**src/rtl/memory_access_stage_pkg.sv**
```systemverilog
// rtl/memory_access_stage_pkg.sv - shared types and helpers for the memory access stage
package memory_access_stage_pkg;

  typedef enum logic [1:0] {
    MEM_BYTE = 2'd0,
    MEM_HALF = 2'd1,
    MEM_WORD = 2'd2
  } MemAccessWidth;

  typedef enum logic {
    IDLE = 1'b0,
    WAIT = 1'b1
  } MemStageState;

  typedef struct packed {
    logic [31:0] pc;
    logic [31:0] data;
    logic        rd_w_enable;
    logic [4:0]  rd_addr;
  } WritebackStagePipeReg;

  // Encoding 3 is reserved and behaves as a full word.
  function automatic logic [3:0] lane_mask(input logic [1:0] width, input logic [1:0] offset);
    case (MemAccessWidth'(width))
      MEM_BYTE: lane_mask = 4'b0001 << offset;
      MEM_HALF: lane_mask = 4'b0011 << offset;
      default:  lane_mask = 4'b1111;
    endcase
  endfunction

endpackage

```
**src/rtl/load_data_extender.sv**
```systemverilog
// rtl/load_data_extender.sv - selects the addressed byte/half of a read word and extends it
module load_data_extender
  import memory_access_stage_pkg::*;
(
  input  logic [31:0] rdata,
  input  logic [1:0]  addr_lo,
  input  logic [1:0]  width,
  input  logic        is_unsigned,
  output logic [31:0] result
);

  logic [7:0]  byte_sel;
  logic [15:0] half_sel;

  always_comb begin
    byte_sel = rdata[{addr_lo, 3'b000} +: 8];
    half_sel = addr_lo[1] ? rdata[31:16] : rdata[15:0];
    case (MemAccessWidth'(width))
      MEM_BYTE: result = is_unsigned ? {24'd0, byte_sel} : {{24{byte_sel[7]}}, byte_sel};
      MEM_HALF: result = is_unsigned ? {16'd0, half_sel} : {{16{half_sel[15]}}, half_sel};
      default:  result = rdata;
    endcase
  end

endmodule

```
**src/rtl/memory_access_stage.sv**
```systemverilog
// rtl/memory_access_stage.sv - issues loads/stores over req/ack, stalls while pending, drives writeback
module memory_access_stage
  import memory_access_stage_pkg::*;
#(
  parameter int ADDR_W = 32,
  parameter int DATA_W = 32
) (
  input  logic              clk,
  input  logic              rst,
  input  logic [31:0]       exPc,
  input  logic [31:0]       exAluResult,
  input  logic [DATA_W-1:0] exWData,
  input  logic [1:0]        exMemAccessWidth,
  input  logic              exRdWEnable,
  input  logic [4:0]        exRdAddr,
  input  logic              exRdForwardable,
  input  logic              exIsLoad,
  input  logic              exIsStore,
  input  logic              exIsLoadUnsigned,
  output logic              dmemReq,
  output logic              dmemWe,
  output logic [ADDR_W-1:0] dmemAddr,
  output logic [3:0]        dmemBe,
  output logic [DATA_W-1:0] dmemWData,
  input  logic              dmemAck,
  input  logic [DATA_W-1:0] dmemRData,
  output logic              memStall,
  output logic              misalignFault,
  output logic [31:0]       memBypassData,
  output logic [31:0]       wbPc,
  output logic [31:0]       wbData,
  output logic              wbRdWEnable,
  output logic [4:0]        wbRdAddr
);

  MemStageState         state_q, state_d;
  WritebackStagePipeReg wb_q, wb_d;

  logic        is_mem;
  logic        misaligned;
  logic        access;
  logic        load_done;
  logic [31:0] load_ext;
  logic [31:0] result_data;

  load_data_extender u_ext (
    .rdata       (dmemRData),
    .addr_lo     (exAluResult[1:0]),
    .width       (exMemAccessWidth),
    .is_unsigned (exIsLoadUnsigned),
    .result      (load_ext)
  );

  always_comb begin
    is_mem     = exIsLoad | exIsStore;
    misaligned = is_mem &&
                 (((exMemAccessWidth == MEM_HALF) && exAluResult[0]) ||
                  (exMemAccessWidth[1] && (exAluResult[1:0] != 2'b00)));
    access     = is_mem && !misaligned;
  end

  // Request fields come straight from the ex* inputs, which upstream holds during a stall.
  always_comb begin
    state_d       = state_q;
    dmemReq       = 1'b0;
    memStall      = 1'b0;
    misalignFault = 1'b0;
    if (!rst) begin
      case (state_q)
        IDLE: begin
          misalignFault = misaligned;
          if (access) begin
            dmemReq = 1'b1;
            if (!dmemAck) begin
              state_d  = WAIT;
              memStall = 1'b1;
            end
          end
        end
        WAIT: begin
          dmemReq  = 1'b1;
          memStall = !dmemAck;
          if (dmemAck) begin
            state_d = IDLE;
          end
        end
        default: state_d = IDLE;
      endcase
    end
  end

  always_comb begin
    dmemWe   = dmemReq & exIsStore;
    dmemAddr = {exAluResult[ADDR_W-1:2], 2'b00};
    dmemBe   = lane_mask(exMemAccessWidth, exAluResult[1:0]);
    case (MemAccessWidth'(exMemAccessWidth))
      MEM_BYTE: dmemWData = {4{exWData[7:0]}};
      MEM_HALF: dmemWData = {2{exWData[15:0]}};
      default:  dmemWData = exWData;
    endcase
  end

  always_comb begin
    load_done     = dmemReq & dmemAck & exIsLoad;
    result_data   = load_done ? load_ext : exAluResult;
    memBypassData = exRdForwardable ? result_data : 32'd0;
  end

  always_comb begin
    wb_d = '0;
    if (!memStall) begin
      wb_d.pc          = exPc;
      wb_d.data        = result_data;
      wb_d.rd_w_enable = exRdWEnable & ~exIsStore & ~misaligned;
      wb_d.rd_addr     = exRdAddr;
    end
  end

  always_ff @(posedge clk) begin
    if (rst) begin
      state_q <= IDLE;
      wb_q    <= '0;
    end else begin
      state_q <= state_d;
      wb_q    <= wb_d;
    end
  end

  assign wbPc        = wb_q.pc;
  assign wbData      = wb_q.data;
  assign wbRdWEnable = wb_q.rd_w_enable;
  assign wbRdAddr    = wb_q.rd_addr;

endmodule
```
**config.mk**
```make
export PLATFORM = sky130hd
export DESIGN_NAME = memory_access_stage
export DESIGN_NICKNAME = d
export VERILOG_FILES = /design/src/rtl/memory_access_stage_pkg.sv /design/src/rtl/load_data_extender.sv /design/src/rtl/memory_access_stage.sv
export SDC_FILE = /design/constraint.sdc
export NUM_CORES = 1
export LEC_CHECK = 0
export BUFFER_PORTS_ARGS = -buffer_cell sky130_fd_sc_hd__buf_2
export CAP_MARGIN = 20
export CORE_AREA = 2 2 124 126
export DETAILED_ROUTE_END_ITERATION = 7
export DIE_AREA = 0 0 126 128
export SYNTH_ARGS = -nofsm -noshare
export SYNTH_HDL_FRONTEND = slang
export SYNTH_HIERARCHICAL = 1
export SYNTH_SLANG_ARGS = --single-unit
```
**constraint.sdc**
```tcl
create_clock -name clk -period 4 [get_ports clk]
set_input_delay 0.2 -clock clk [delete_from_list [all_inputs] [get_ports clk]]
set_output_delay 0.2 -clock clk [all_outputs]
set_load 0.05 [all_outputs]
```
==> flow_summary_export.csv <==
group,metric,value,unit
route,drc,0,
pwr,powerDensity,394,nW/um2
timing,tns,0,ns
clock_tree,h-tree-depth,3,
setup_path,cp-startpoint,"state_q$_SDFF_PP0_",
clock_tree,cts.clk_slew.worst_paths,0.06,ns
layout,final_util,43.2,%
setup_path,worst_setup_path_end_kind,"output pin",
timing,rsz0062_at_grt,"false",
global_route,grt_pass1_vias,4353,
timing,tightest_slew,1.09,ns
synthesis,synth_cell_types,44,
setup_path,start_kind,"register",
synthesis,synth_ff_type,"dfxtp_1",
global_route,antenna_found_initial,4,
synthesis,ys_async_sr_fraction,0,%
layout,drive_gt1_share,44.8,%
min_path,hp-class,"primary input to register",
outcome,status,"finished, final reports clean",
placed_design,gp_congestion,0.886,
synthesis,synth.avg_cell_area,8.34,um2
setup_path,worstPathMaxFanout,28,
timing,setup_viol,0,
timing,max-slew-margin-rel,27.2,%
placed_design,placed_cell_area,6120,um2
synthesis,syn-instance-count,575,
synthesis,yosysSeqAreaShare,29.7,%
placed_design,dp_slack,1.25,ns
floorplan,row_count,45,
timing,min_period,2.86,ns
timing,min_period_over_period,71.4,%
layout,n_fill_cell,1561,
synthesis,syn-cell-area,4790,um2
clock_tree,postCtsHoldBufs,0,
clock_tree,cts_tree,"yes",
floorplan,dieArea,16100,um2
timing,final.setup_skew,0.00567,ns
clock_tree,cts_setup_buffers,0,
route,wirelength,17.0,mm
synthesis,synth_edf_count,0,
pwr,leakage,0.00331,uW
min_path,hold_path_startpoint,"exRdWEnable",
floorplan,die-height,128,um
setup_path,r2r-start,"state_q$_SDFF_PP0_",
clock_tree,cts.sinks,71,
global_route,grt_max_degree,77,
timing,slew_viol_final,0,
global_route,grt_first_pass_wirelength,25.0,mm
setup_path,critical_path_arrival,2.66,ns
synthesis,ys_seq_elements,71,
layout,design_area,6410,um2
timing,postLayoutSetupSlackWorst,1.14,ns
floorplan,initial_core_util,32.2,%
clock_tree,root_buffer,"clkbuf_16",
route,first_pass_iters,5,
clock_tree,clk_latency,0.34,ns
clock_tree,cts_resized,0,
layout,areaGrowthSynthToFinish,33.8,%
floorplan,core_region_area,14900,um2
timing,fmax,0.350,GHz
route,wl_per_cell,16.7,um
clock_tree,clk_path_buf_depth,2,
setup_path,required,3.80,ns
route,drt_first_iter_violations,272,
route,ant_nets,0,
timing,final_hold_viol_count,0,
floorplan,fp.dieW,126,um
placed_design,dp_hpwl,13.0,mm
placed_design,placement.io_buffers,314,
route,post_drt_via_cell_ratio,4.92,
setup_path,criticalPathCategory,"register to output pin",
route,vias,4997,
flow_run,drv_cap,0,
clock_tree,numCtsBuffers,9,
global_route,track_usage,19.7,%
floorplan,io_pins,317,
global_route,grt_overflow,0,
synthesis,yosys_warnings,6,
pwr,ir_drop,0.192,mV
layout,nets,962,
pwr,p_total,2530,uW
## stage by stage
stage | hold slack (ns) | instances
6_report | 0.106 | 1016
5_1_grt | 0.0989 | 1016
4_1_cts | 0.0857 | 1012
3_5_place_dp | 0.454 | 996
3_3_place_gp | 0.457 | 994
2_1_floorplan | 0.278 | 576
## power by group
part	total, uW	switching (uW)	internal [uW]
Sequential	774	13.8	760
Combinational	966	702	264
Clock	786	353	433
## worst max-delay path, cell delays in order (launching register included)
cell and delay (ns):
dfxtp_1 0.49, inv_1 0.21, a311oi_4 0.78, buf_12 0.29
mux2i_1 0.22, buf_2 0.29
## sequential cells by signal (all words and copies together), names as in the netlist
register     count
wbData          32
wbPc            32
wbRdAddr         5
state_q          1
wbRdWEnable      1
## layout by cell type, fill, tap and decap left out, types with 3 or more instances in the layout
master,n
a21oi_1,6
nand2_1,129
nor3b_1,39
a22oi_1,5
dfxtp_1,71
and3_1,30
buf_4,6
inv_1,3
clkbuf_16,9
inv_6,4
mux2_2,16
diode_2,4
nor2b_1,36
nand2b_1,8
a2bb2oi_1,3
a21o_1,3
nor2_1,9
buf_2,314
mux2i_1,42
o21ai_1,3
a221o_1,40
o22a_1,3
o21ai_0,10
## cells by family after synthesis
logic type / count (synthesis) / synth area share (%)
buffers and inverters: 95 / 13.5
other: 1 / 0.0782
multiplexers: 59 / 12.8
AND/OR/NAND/NOR: 262 / 28.5
flip-flops: 71 / 29.7
AO/OA/AOI/OAI: 87 / 15.4
## routing by layer
layer | part of all wire (%) | wire [um] | up-vias | GRT usage (%)
met4 | 1.9 | 328 | 0 | 8.21
met5 | 0 | 0 | - | 0
met3 | 5.2 | 889 | 23 | 3.05
met1 | 45 | 7730 | 2321 | 27.1
met2 | 47 | 8060 | 180 | 30.9
li1 | - | - | 2473 | -
## final timing paths
path / to / slack (ns) / depth (start not counted)
worst min register to register: state_q$_SDFF_PP0_ / 0.79 / 2
worst max-delay path: memBypassData[0] / 1.14 / 5
worst max register to register: wbData[28]$_SDFF_PP0_ / 1.81 / 5
worst min-delay path: wbRdWEnable$_SDFF_PP0_ / 0.11 / 3
## cell type report
cell class	count	area, um2	share of cell area [%]
sequential	71	1420	22.2
clock inverter	7	61.3	0.956
tap	188	235	3.67
antenna	4	10.0	0.156
clock buffer	9	225	3.51
multi-input combinational	410	2760	43.1
timing repair buffer	324	1690	26.3
inverter	3	11.3	0.176
## cells in the mapped netlist, types with 4 or more instances
library cell | instances | area share (%)
nand2_1 | 129 | 10
nor2b_1 | 36 | 4.7
mux2i_1 | 42 | 8.8
a221o_1 | 40 | 8.4
clkbuf_1 | 28 | 2.2
nor3b_1 | 39 | 6.1
buf_4 | 45 | 7.0
buf_12 | 4 | 1.7
nor2_1 | 10 | 0.78
nand2b_1 | 8 | 1.0
mux2_2 | 16 | 3.8
buf_2 | 9 | 0.94
dfxtp_1 | 71 | 30
a21oi_1 | 6 | 0.63
o21ai_0 | 10 | 1.0
a22oi_1 | 5 | 0.78
and3_1 | 30 | 3.9
Note: power is estimated with default switching activity, not from simulation.
